<file path="src/rtl/stack_sort_pkg.sv">
// stack_sort_pkg: shared types and constants for the
// base-die chip-ID sort initiator.
package stack_sort_pkg;

   localparam logic [15:0] SYNC_DFLT = 16'hBEAF;

   localparam logic [1:0] FT_ASSIGN = 2'b01;
   localparam logic [1:0] FT_REPORT = 2'b10;

   localparam int TYPE_LSB = 30;
   localparam int PWR_LSB  = 26;
   localparam int SRC_LSB  = 21;
   localparam int NXT_LSB  = 16;
   localparam int SYNC_LSB = 0;

   typedef enum logic [2:0] {
      IDLE,
      SEND,
      WAIT,
      DONE,
      ERR
   } state_e;

   typedef struct packed {
      logic [1:0]  ftype;
      logic [3:0]  power;
      logic [4:0]  src;
      logic [4:0]  nxt;
      logic [15:0] sync;
   } frame_t;

   function automatic logic [31:0] mk_assign(
      input logic [3:0]  pwr,
      input logic [15:0] sync
   );
      frame_t f;
      f.ftype = FT_ASSIGN;
      f.power = pwr;
      f.src   = 5'd0;
      f.nxt   = 5'd1;
      f.sync  = sync;
      return f;
   endfunction

endpackage

</file>
<file path="src/rtl/stack_sort_master_check.sv">
// sort_frame_check: combinational decode of a report frame
// against the source ID the collector expects next.
module sort_frame_check
   import stack_sort_pkg::*;
#(
   parameter logic [15:0] SYNC = SYNC_DFLT
) (
   input  logic [31:0] rx_data_i,
   input  logic [4:0]  exp_src_i,
   output logic        sync_ok_o,
   output logic        is_report_o,
   output logic        id_ok_o,
   output logic [3:0]  power_o
);

   logic [4:0] src;
   logic [4:0] nxt;

   assign src = rx_data_i[SRC_LSB +: 5];
   assign nxt = rx_data_i[NXT_LSB +: 5];

   assign sync_ok_o   = rx_data_i[SYNC_LSB +: 16] == SYNC;
   assign is_report_o = rx_data_i[TYPE_LSB +: 2] == FT_REPORT;
   assign id_ok_o     = (src == exp_src_i) &&
                        (nxt == src + 5'd1);
   assign power_o     = rx_data_i[PWR_LSB +: 4];

endmodule

</file>
<file path="src/rtl/stack_sort_master.sv">
// stack_sort_master: launches the assign frame, collects
// per-layer reports, and ends the sort on silence or max.
module stack_sort_master
   import stack_sort_pkg::*;
#(
   parameter int          TIMEOUT    = 64,
   parameter int          MAX_LAYERS = 31,
   parameter logic [15:0] SYNC       = SYNC_DFLT
) (
   input  logic        clk,
   input  logic        rst_n,
   input  logic        start,
   input  logic [3:0]  power_init,
   output logic [31:0] tx_data,
   output logic        tx_valid,
   input  logic        tx_ready,
   input  logic [31:0] rx_data,
   input  logic        rx_valid,
   output logic        busy,
   output logic        done,
   output logic        error,
   output logic [4:0]  layer_count,
   input  logic [4:0]  rd_idx,
   output logic [3:0]  rd_power
);

   localparam int TW = $clog2(TIMEOUT + 1);

   state_e        state_q, state_d;
   logic [TW-1:0] cnt_q, cnt_d;
   logic [4:0]    lc_q, lc_d;
   logic [31:0]   tx_q, tx_d;
   logic [3:0]    tbl_q [1:MAX_LAYERS];

   logic       tbl_clr;
   logic       tbl_we;
   logic [4:0] exp_src;
   logic       sync_ok;
   logic       is_report;
   logic       id_ok;
   logic [3:0] rx_pwr;
   logic       frame_ok;
   logic       acc;
   logic       rej;
   logic       tmo;

   assign exp_src = lc_q + 5'd1;

   sort_frame_check #(
      .SYNC(SYNC)
   ) u_chk (
      .rx_data_i   (rx_data),
      .exp_src_i   (exp_src),
      .sync_ok_o   (sync_ok),
      .is_report_o (is_report),
      .id_ok_o     (id_ok),
      .power_o     (rx_pwr)
   );

   // Classify the incoming frame for the WAIT state.
   always_comb begin
      frame_ok = rx_valid && sync_ok && is_report;
      acc      = (state_q == WAIT) && frame_ok && id_ok;
      rej      = (state_q == WAIT) && frame_ok && !id_ok;
      tmo      = cnt_q == TW'(TIMEOUT - 1);
   end

   // Next state, counters, assign frame and table strobes.
   always_comb begin
      state_d = state_q;
      cnt_d   = cnt_q;
      lc_d    = lc_q;
      tx_d    = tx_q;
      tbl_clr = 1'b0;
      tbl_we  = 1'b0;
      unique case (state_q)
         IDLE, DONE, ERR: begin
            if (start) begin
               state_d = SEND;
               lc_d    = 5'd0;
               tbl_clr = 1'b1;
               tx_d    = mk_assign(power_init, SYNC);
            end
         end
         SEND: begin
            if (tx_ready) begin
               state_d = WAIT;
               cnt_d   = '0;
            end
         end
         WAIT: begin
            if (acc) begin
               tbl_we = 1'b1;
               lc_d   = exp_src;
               cnt_d  = '0;
               if (exp_src == 5'(MAX_LAYERS))
                  state_d = DONE;
            end else if (rej) begin
               state_d = ERR;
            end else if (tmo) begin
               state_d = (lc_q != 5'd0) ? DONE : ERR;
            end else begin
               cnt_d = cnt_q + 1'b1;
            end
         end
         default: state_d = IDLE;
      endcase
   end

   // State, counters and the outgoing frame register.
   always_ff @(posedge clk or negedge rst_n) begin
      if (!rst_n) begin
         state_q <= IDLE;
         cnt_q   <= '0;
         lc_q    <= 5'd0;
         tx_q    <= 32'd0;
      end else begin
         state_q <= state_d;
         cnt_q   <= cnt_d;
         lc_q    <= lc_d;
         tx_q    <= tx_d;
      end
   end

   // Per-layer power table, cleared on every new sort.
   always_ff @(posedge clk or negedge rst_n) begin
      if (!rst_n) begin
         for (int i = 1; i <= MAX_LAYERS; i++)
            tbl_q[i] <= 4'd0;
      end else if (tbl_clr) begin
         for (int i = 1; i <= MAX_LAYERS; i++)
            tbl_q[i] <= 4'd0;
      end else if (tbl_we) begin
         for (int i = 1; i <= MAX_LAYERS; i++)
            if (exp_src == 5'(i))
               tbl_q[i] <= rx_pwr;
      end
   end

   // Table read; entries beyond layer_count read as 0.
   always_comb begin
      rd_power = 4'd0;
      for (int i = 1; i <= MAX_LAYERS; i++)
         if (rd_idx == 5'(i) && rd_idx <= lc_q)
            rd_power = tbl_q[i];
   end

   assign tx_data     = tx_q;
   assign tx_valid    = state_q == SEND;
   assign busy        = (state_q == SEND) ||
                        (state_q == WAIT);
   assign done        = (state_q == DONE) ||
                        (state_q == ERR);
   assign error       = state_q == ERR;
   assign layer_count = lc_q;

endmodule

</file>
<file path="config.mk">
export PLATFORM = sky130hd
export DESIGN_NAME = stack_sort_master
export DESIGN_NICKNAME = d
export VERILOG_FILES = /design/src/rtl/stack_sort_pkg.sv /design/src/rtl/stack_sort_master_check.sv /design/src/rtl/stack_sort_master.sv
export SDC_FILE = /design/constraint.sdc
export NUM_CORES = 1
export LEC_CHECK = 0
export ABC_AREA = 1
export CELL_PAD_IN_SITES_DETAIL_PLACEMENT = 0
export CELL_PAD_IN_SITES_GLOBAL_PLACEMENT = 1
export CORE_ASPECT_RATIO = 0.75
export CORE_MARGIN = 2
export CORE_UTILIZATION = 30
export CTS_BUF_LIST = sky130_fd_sc_hd__clkbuf_16
export DETAILED_ROUTE_END_ITERATION = 10
export GPL_TIMING_DRIVEN = 1
export PLACE_DENSITY = 0.71
export SETUP_SLACK_MARGIN = 0.1
export SYNTH_ARGS = -nofsm -noshare
export SYNTH_HDL_FRONTEND = slang
export SYNTH_SLANG_ARGS = --single-unit
</file>
<file path="constraint.sdc">
create_clock -name clk -period 10.2 [get_ports clk]
set_clock_uncertainty 0.05 [all_clocks]
set_input_delay 3.06 -clock clk [delete_from_list [all_inputs] [get_ports clk]]
set_output_delay 3.06 -clock clk [all_outputs]
set_load 0.1 [all_outputs]
</file>
# ---- Word-level counts from Yosys, hierarchy flattened
# Cells that the tools add are included.
dict set report classes {
  n_addsub 3
  order_cmp 1
  eq_ne 78
  mux 84
  reduce_logical 112
}
# op count
set ops {}
lappend ops {{$mux 124} 2}
lappend ops {{$mux 4} 62}
lappend ops {{$eq 5x5->1 const B} 32}
lappend ops {{$eq 5x4->1 const B} 16}
lappend ops {{$reduce_bool 2->1} 34}
lappend ops {{$reduce_and 2->1} 32}
lappend ops {{$eq 5x3->1 const B} 8}
lappend ops {{$logic_and 1x1->1} 37}
lappend ops {{$mux 7} 4}
lappend ops {{$mux 3} 7}
lappend ops {{$eq 5x2->1 const B} 4}
lappend ops {{$eq 16x16->1 const B} 1}
lappend ops {{$pmux 7 s2} 1}
lappend ops {{$add 5x1->5 const B} 2}
lappend ops {{$eq 5x1->1 const B} 2}
lappend ops {{$eq 5x5->1} 2}
lappend ops {{$mux 5} 2}
lappend ops {{$pmux 5 s2} 1}
lappend ops {{$ne 3x3->1 const B} 3}
lappend ops {{$pmux 3 s3} 1}
lappend ops {{$reduce_and 4->1} 2}
lappend ops {{$add 7x1->7 const B} 1}
lappend ops {{$eq 7x6->1 const B} 1}
lappend ops {{$eq 3x2->1 const B} 2}
lappend ops {{other kinds (14)} 19}
dict set report word_totals {
  regBits 157
  input_bits 46
  output_inout_bits 45
  elab_cells 313
}

# ---- Depth between registers and ports, before layout
# Gate-level depths: netlist (run 1).
dict set report depth {
  depth_word 33
  depth_mapped 26
  depth_no_buf 25
}

# ---- Hierarchy
# Synthesis (run 1) repeated with hierarchy kept, for this count alone.
dict set report unflattened {
  cells_unflattened 1044
  hier_area_um2 7732.4
}
# mod instances cells_per_inst area_per_inst_um2 seq_area_each_um2
set by_module_without_submodules {}
lappend by_module_without_submodules {stack_sort_master 1 972 7403.4 3603.5}
lappend by_module_without_submodules {sort_frame_check 1 72 329.1 0.0}

# ---- Worst setup path before layout (run 1)
# No wires, ideal clock.
dict set report synth_timing {
  path_type {in2out}
  from {in rd_idx[4]}
  to {out rd_power[2]}
  arrival_ns 5.898
  t_required_ns 7.090
  path_slack_ns 1.192
  path_stages 19
  path_buffers 0
  cell_sequence {ha_1 -> nand2_1 -> nor2_1 -> nand2_1 -> nand2_2 -> inv_1 -> nor2_1 -> inv_1 -> nor2_1 -> inv_1 -> or2_2 -> nand2_1 -> nand4_1 -> nor2_1 -> nand3_1 -> nand2_1 -> nand3_1 -> nand2_1 -> nand4_1}
}
dict set report synth_via {
  elab_chain_cells 33
  word_cells_on_any_way 94
  cone_classes {order compare (1); eq/ne (31); mux (31); reduce/logical (31)}
}
# item line_no
set synth_rtl {}
lappend synth_rtl {{start, declared} stack_sort_master.sv:23} ;# input logic [4:0] rd_idx,
lappend synth_rtl {{$le 5x5->1 or $eq 5x1->1 (tied branches)} stack_sort_master.sv:144} ;# if (rd_idx == 5'(i) && rd_idx <= lc_q)
lappend synth_rtl {{$logic_and 1x1->1} stack_sort_master.sv:144}
lappend synth_rtl {{$mux 4 (30 in series)} stack_sort_master.sv:144}
lappend synth_rtl {{$mux 4 (*)} stack_sort_master.sv:144}
lappend synth_rtl {{end, declared} stack_sort_master.sv:24} ;# output logic [3:0] rd_power
# Mark *: on every way between the ends. The rest lies on a longest branch, timed or not.

# ---- Worst setup path in the final report (run 1)
dict set report layout_timing {
  from {in rd_idx[2]}
  to {out rd_power[0]}
}
# Same word-level chain as after synthesis.

==> results of run 1 <==
-- flip-flops by register name, indices dropped and copies added (netlist names) --
name,cells
tbl_q,124
cnt_q,7
layer_count,5
tx_data,5
state_q,3
-- power breakdown --
| part | total, mW | internal (mW) | leakage, nW | switching (mW) |
|---|---|---|---|---|
| Combinational | 0.926 | 0.264 | 2.20 | 0.662 |
| Clock | 0.641 | 0.383 | 0.286 | 0.259 |
| Sequential | 0.955 | 0.807 | 1.84 | 0.148 |
-- placed cells by master, fill, tap and decap left out, types with 3 or more instances in the layout --
cell,instances
or2_2,14
o31ai_1,31
clkdlybuf4s50_1,71
nor2_1,77
bufinv_16,3
a21oi_1,4
conb_1,14
clkinv_4,3
inv_1,132
dfrtp_1,144
o21ai_0,144
buf_12,4
ha_1,12
nand2_1,308
inv_2,4
nand2_4,4
o22ai_1,3
inv_6,3
buf_4,7
nand4_1,30
xor2_1,4
xnor2_1,6
nand2_2,3
nand3_1,35
nor3_1,5
clkbuf_16,17
clkinv_1,6
mux2_2,4
nor2_2,3
-- cell type report --
type | count | area, µm²
multi-input cells | 720 | 3560
well taps | 344 | 430
repair buffers | 83 | 855
flip-flops and latches | 144 | 3600
clock inverters | 15 | 165
fillers | 2679 | 16400
clock buffers | 17 | 425
inverters | 139 | 529
-- worst max-delay path, stage by stage --
cell and delay, ns:
clkdlybuf4s50_1 0.55, ha_1 0.27, nand2_1 0.07, nand2_1 0.05, nand2_1 0.05, nand3_1 0.11, nand2_4 0.18, inv_1 0.08
nor2_1 0.30, inv_2 0.21, nor2_1 0.25, inv_1 0.11, or2_2 0.28, nand2_1 0.07, nand4_1 0.09, nor2_1 0.12
nand4_1 0.16, nor2_1 0.14, nand4_1 0.15, buf_12 0.21
-- how the worst max path moves through the flow --
stage / end / slack (ns) / cells after the start
final: rd_power[0] / 0.57 / 20
after global routing: rd_power[1] / 0.14 / 24
after CTS: rd_power[2] / 0.36 / 22
after detailed placement: rd_power[1] / 0.39 / 23
after global placement: rd_power[1] / 0.47 / 20
after floorplan: rd_power[2] / 1.19 / 19
-- through the flow --
stage          utilization  std cells
2_1_floorplan            -       1054
3_3_place_gp         0.345       1430
3_5_place_dp         0.345       1430
4_1_cts              0.368       1462
5_1_grt              0.369       1462
6_report             0.369       1462
-- synthesized netlist by cell type, types with 2 or more instances --
library cell / instances
nand2_1: 308
dfrtp_1: 144
o21ai_0: 144
inv_1: 133
nor2_1: 80
nand3_1: 35
o31ai_1: 31
nand4_1: 30
buf_4: 27
clkbuf_1: 20
or2_2: 14
ha_1: 12
xnor2_1: 6
nor3_1: 5
a21oi_1: 4
mux2_2: 4
nand2_2: 4
xor2_1: 4
inv_2: 3
nand2_4: 3
o22ai_1: 3
a22oi_1: 2
buf_1: 2
buf_2: 2
nor3b_1: 2
xor2_2: 2
-- routing by layer --
metal / vias up / part of all wire / global-route usage
li1: 3440 / - / -
met1: 3182 / 0.54 / 0.266
met2: 119 / 0.41 / 0.253
met3: 24 / 0.038 / 0.0328
met4: 0 / 0.016 / 0.0543
met5: - / 0 / 0
-- logic make-up after synthesis --
family                     synth area share
and+or+nand+nor                       0.270
buffers and inverters                 0.104
AOI/OAI and AO/OA                     0.130
DFF                                   0.454
adders and majority gates            0.0189
xor gates and xnor gates             0.0151
muxes                               0.00710
other                              0.000473
==> key figures, run 1 <==
Status
  – Outcome: finished clean

Die
  – IO Pins: 91
  – Core Area: 26000 µm²
  – Die Y: 145 µm
  – Starting Density: 0.305
  – Row count: 51
  – Die Wd: 192 µm
  – Die area: 27800 µm²

CTS
  – Clk slew on worst S/H paths: 0.07 ns
  – CTS H-tree depth: 4
  – TritonCTS clock tree: built
  – Clk_lat worst skew: 0.44 ns
  – Clock tree buffer depth: 2
  – Root buf cell: clkbuf_16
  – Count of cells resized by post-cts repair: 0
  – Cts hold-fix bufs: 0
  – Inserted Clock Buffers: 17
  – Clock sink count: 144
  – Post CTS Setup Buffer Count: 0

Yosys
  – Yosys reg bits: 144
  – Number of flops mapped to enable cells by yosys: 0
  – Sequential-to-total area share from yosys stat: 0.454
  – Top-area cell type share of the netlist area: 0.454
  – Synth Warn #: 0
  – Post-synthesis cell type count: 43
  – Ys async rst share: 1.00
  – Post-Syn Area: 7930 µm²
  – Ranking of synthesized cells by area: dfrtp_1 45%, nand2_1 15%, o21ai_0 9.1%, inv_1 6.3%, nor2_1 3.8%
  – Main synth FF type: dfrtp_1
  – Mapped Avg Cell Area: 7.62 µm²
  – Cell taking the most area after synthesis: dfrtp_1
  – Mapped Cells: 1041

Routing
  – Iter 0 DRT Violations: 466
  – Via count: 6765
  – Drt first pass iters: 5
  – Post-DR wirelength/cell: 15.6 µm
  – DRC: 0
  – Post-Route WL: 22700 µm
  – Post-DR vias/cell: 4.63
  – Final ANT Viol Nets: 0

Placed design
  – Gp weighted congestion: 0.859
  – Placed wire-length estimate: 16600 µm
  – Place WS: 0.388 ns
  – Placement Cell Area: 8970 µm²
  – PortBufs: 76

Min path
  – Min-Delay Startpoint: tbl_q[100]
  – WHS Path Cells: 2
  – Hold crit path type: flip-flop to flip-flop
  – Worst Hold End: tbl_q[100]

Setup path
  – Flop2flop setup slack: 6.92 ns
  – Crit path DAT: 6.52 ns
  – Crit path kind: primary input to primary output
  – CP Capture Type: primary output
  – Critical Path Start: rd_idx[2]
  – FF-to-FF Start: layer_count[0]
  – Worst reg2reg endpoint: tbl_q[111]
  – Setup crit start kind: primary input
  – R2R depth: 11
  – Worst Path Max Fanout: 18
  – Worst path required time: 7.09 ns

Power
  – Peak supply drop: 0.000117 V
  – Pwr Total: 2.52 mW
  – PwrDens: 264 nW/µm²
  – Leakage: 4.32 nW

Timing
  – Final Hold Viols: 0
  – Rel. slew slack: 0.322
  – Final WS setup: 0.574 ns
  – Post-Route Setup TNS: 0 ns
  – F_max: 0.104 GHz
  – Hold_ws: 0.432 ns
  – Fin. max-slew vios: 0
  – Final setup viols: 0
  – Crit share post-route: 0.944
  – Worst-Margin Slew: 1.01 ns
  – Min cycle time layout: 9.63 ns
  – Unrepaired setup endpoints after global routing: no

Cells and area
  – Area growth syn-to-layout: 20.7%
  – Nets: 1163
  – Layout cells sized above 1: 0.0733
  – Final instance area: 9570 µm²
  – Diode count: 0

Global route
  – Global route overflow: 0
  – Largest net degree at the start of global routing: 79
  – First-pass GRT wire length: 37300 µm
  – Initial antenna violation count: 0
  – GR Util All Layers: 0.176
  – Vias in the first global route: 6549

Run
  – Max cap viols: 0
No activity file was read; power rests on OpenSTA's default activity.
==> run 2, diff against run 1 <==
--- a/config.mk
+++ b/config.mk
@@ -6,6 +6,7 @@
 export NUM_CORES = 1
 export LEC_CHECK = 0
 export ABC_AREA = 1
+export ABC_CLOCK_PERIOD_IN_PS = 10200
 export CELL_PAD_IN_SITES_DETAIL_PLACEMENT = 0
 export CELL_PAD_IN_SITES_GLOBAL_PLACEMENT = 1
 export CORE_ASPECT_RATIO = 0.75
@@ -16,6 +17,7 @@
 export GPL_TIMING_DRIVEN = 1
 export PLACE_DENSITY = 0.71
 export SETUP_SLACK_MARGIN = 0.1
+export SLEW_MARGIN = 30
 export SYNTH_ARGS = -nofsm -noshare
 export SYNTH_HDL_FRONTEND = slang
 export SYNTH_SLANG_ARGS = --single-unit
==> key figures, run 2 (synthesis results as in run 1) <==
Routing
  – Post-Route WL: 22700 µm
  – Post-DR vias/cell: 4.61
  – Via count: 6747
  – Drt first pass iters: 5
  – Iter 0 DRT Violations: 472
  – Post-DR wirelength/cell: 15.5 µm
  – Final ANT Viol Nets: 0
  – DRC: 0

CTS
  – Inserted Clock Buffers: 17
  – Cts hold-fix bufs: 0
  – Clock tree buffer depth: 2
  – Clk_lat worst skew: 0.44 ns
  – CTS H-tree depth: 4
  – Clk slew on worst S/H paths: 0.07 ns
  – Post CTS Setup Buffer Count: 0
  – Root buf cell: clkbuf_16
  – TritonCTS clock tree: built
  – Clock sink count: 144

Timing
  – Min cycle time layout: 9.64 ns
  – Rel. slew slack: 0.322
  – Unrepaired setup endpoints after global routing: no
  – Final Hold Viols: 0
  – Worst-Margin Slew: 1.01 ns
  – Final WS setup: 0.560 ns
  – Fin. max-slew vios: 0
  – Post-Route Setup TNS: 0 ns
  – F_max: 0.104 GHz
  – Final setup viols: 0
  – Crit share post-route: 0.945

Cells and area
  – Largest registers: tbl_q x124, cnt_q x7
  – Most common cell after layout, fill and taps aside: nand2_1
  – Most frequent cells in the layout: 308 x nand2_1, 144 x o21ai_0, 144 x dfrtp_1
  – Area growth syn-to-layout: 21.1%
  – Nets: 1164
  – Max reg flops: 124
  – Layout cells sized above 1: 0.0742
  – Diode count: 0
  – Biggest register: tbl_q

Global route
  – Initial antenna violation count: 0
  – Global route overflow: 0
  – Vias in the first global route: 6549
  – GR Util All Layers: 0.176
  – First-pass GRT wire length: 37300 µm
  – Largest net degree at the start of global routing: 79

Die
  – Die area: 27800 µm²
  – Starting Density: 0.305
  – Die Wd: 192 µm
  – Die Y: 145 µm
  – IO Pins: 91
  – Row count: 51
  – Core Area: 26000 µm²

Power
  – Power share of the clock group: 0.255
  – Combinational power share: 0.367
  – PwrDens: 263 nW/µm²
  – Leakage: 4.34 nW
  – Peak supply drop: 0.000117 V
  – Psw: 1.07 mW
  – Sw frac: 0.424
  – Sequential power share: 0.378
  – Internal power: 1.45 mW

Setup path
  – Worst reg2reg endpoint: tbl_q[111]
  – Worst path required time: 7.09 ns
  – Buf/Inv on CP: 5
  – Setup crit start kind: primary input
  – Family with the most delay on the worst path: simple AND/OR/NAND/NOR gates
  – CP Capture Type: primary output
  – R2R depth: 11
  – FF-to-FF Start: layer_count[0]
  – Crit path cell chain: clkdlybuf4s50_1, ha_1, nand2_1, nand2_1, nand2_1, nand3_1, nand2_4, inv_1, nor2_1, inv_2, nor2_1, inv_1, or2_2, nand2_1, nand4_1, nor2_1, nand4_1, nor2_1, nand4_1, buf_12
  – CP max-delay cell: clkdlybuf4s50_1
  – Worst Path Max Fanout: 18
  – Crit path DAT: 6.53 ns
  – Flop2flop setup slack: 6.96 ns
  – Crit path kind: primary input to primary output
  – Worst path max stage delay: 0.55 ns

Min path
  – Min-Delay Startpoint: tbl_q[100]
  – Worst Hold End: tbl_q[100]
  – WHS Path Cells: 2
  – Hold crit path type: flip-flop to flip-flop

Status
  – Outcome: finished clean

Placed design
  – Gp weighted congestion: 0.859
  – PortBufs: 76
  – Place WS: 0.388 ns
  – Placed wire-length estimate: 16600 µm

Run
  – Max cap viols: 0
-- run 2: area by class of cell --
class                   instances  area [µm²]
well taps                     344         430
multi-input cells             720        3560
repair buffers                 84         882
flip-flops and latches        144        3600
inverters                     139         529
clock inverters                15         165
fillers                      2675       16400
clock buffers                  17         425
-- run 2: worst min-delay path: stages (launching register included) --
cell,delay [ns]
dfrtp_1,0.34
nand2_1,0.05
o21ai_0,0.06
-- run 2: power groups by stage --
stage	Combinational [mW]	Sequential (mW)	Clock (mW)
final	0.927	0.955	0.643
after CTS	0.930	0.951	0.654
after floorplan	0.602	0.986	0
after global routing	1.04	0.980	0.679
after global placement	0.914	0.956	0
after detailed placement	0.930	0.955	0
-- run 2: through the flow --
step,hold WS (ns),area [µm²],std cells,util,power [mW]
after floorplan,0.395,7980,1054,-,1.59
after global placement,0.411,8970,1430,0.345,1.87
after detailed placement,0.418,8970,1430,0.345,1.88
after CTS,0.434,9560,1462,0.368,2.53
after global routing,0.458,9600,1463,0.370,2.70
final,0.432,9600,1463,0.370,2.52
-- run 2: worst max-delay path by stage --
stage	from	to	slack, ns	cells after the start
after floorplan	rd_idx[4]	rd_power[2]	1.19	19
after global placement	rd_idx[3]	rd_power[1]	0.47	20
after detailed placement	rd_idx[3]	rd_power[1]	0.39	23
after CTS	rd_idx[3]	rd_power[2]	0.36	22
after global routing	rd_idx[2]	rd_power[1]	0.14	24
final	rd_idx[2]	rd_power[0]	0.56	20
-- run 2: routing by layer --
metal,global-route usage,up-vias,routed length (µm)
met5,0,-,0
met3,0.0328,23,747
met1,0.266,3177,12300
met4,0.0543,0,360
met2,0.253,106,9350
li1,-,3441,-
-- run 2: repair_timing --
action	CTS	global route
hold endpoints to repair	0	0
resized for setup	0	5
endpoints found under the setup margin	0	4
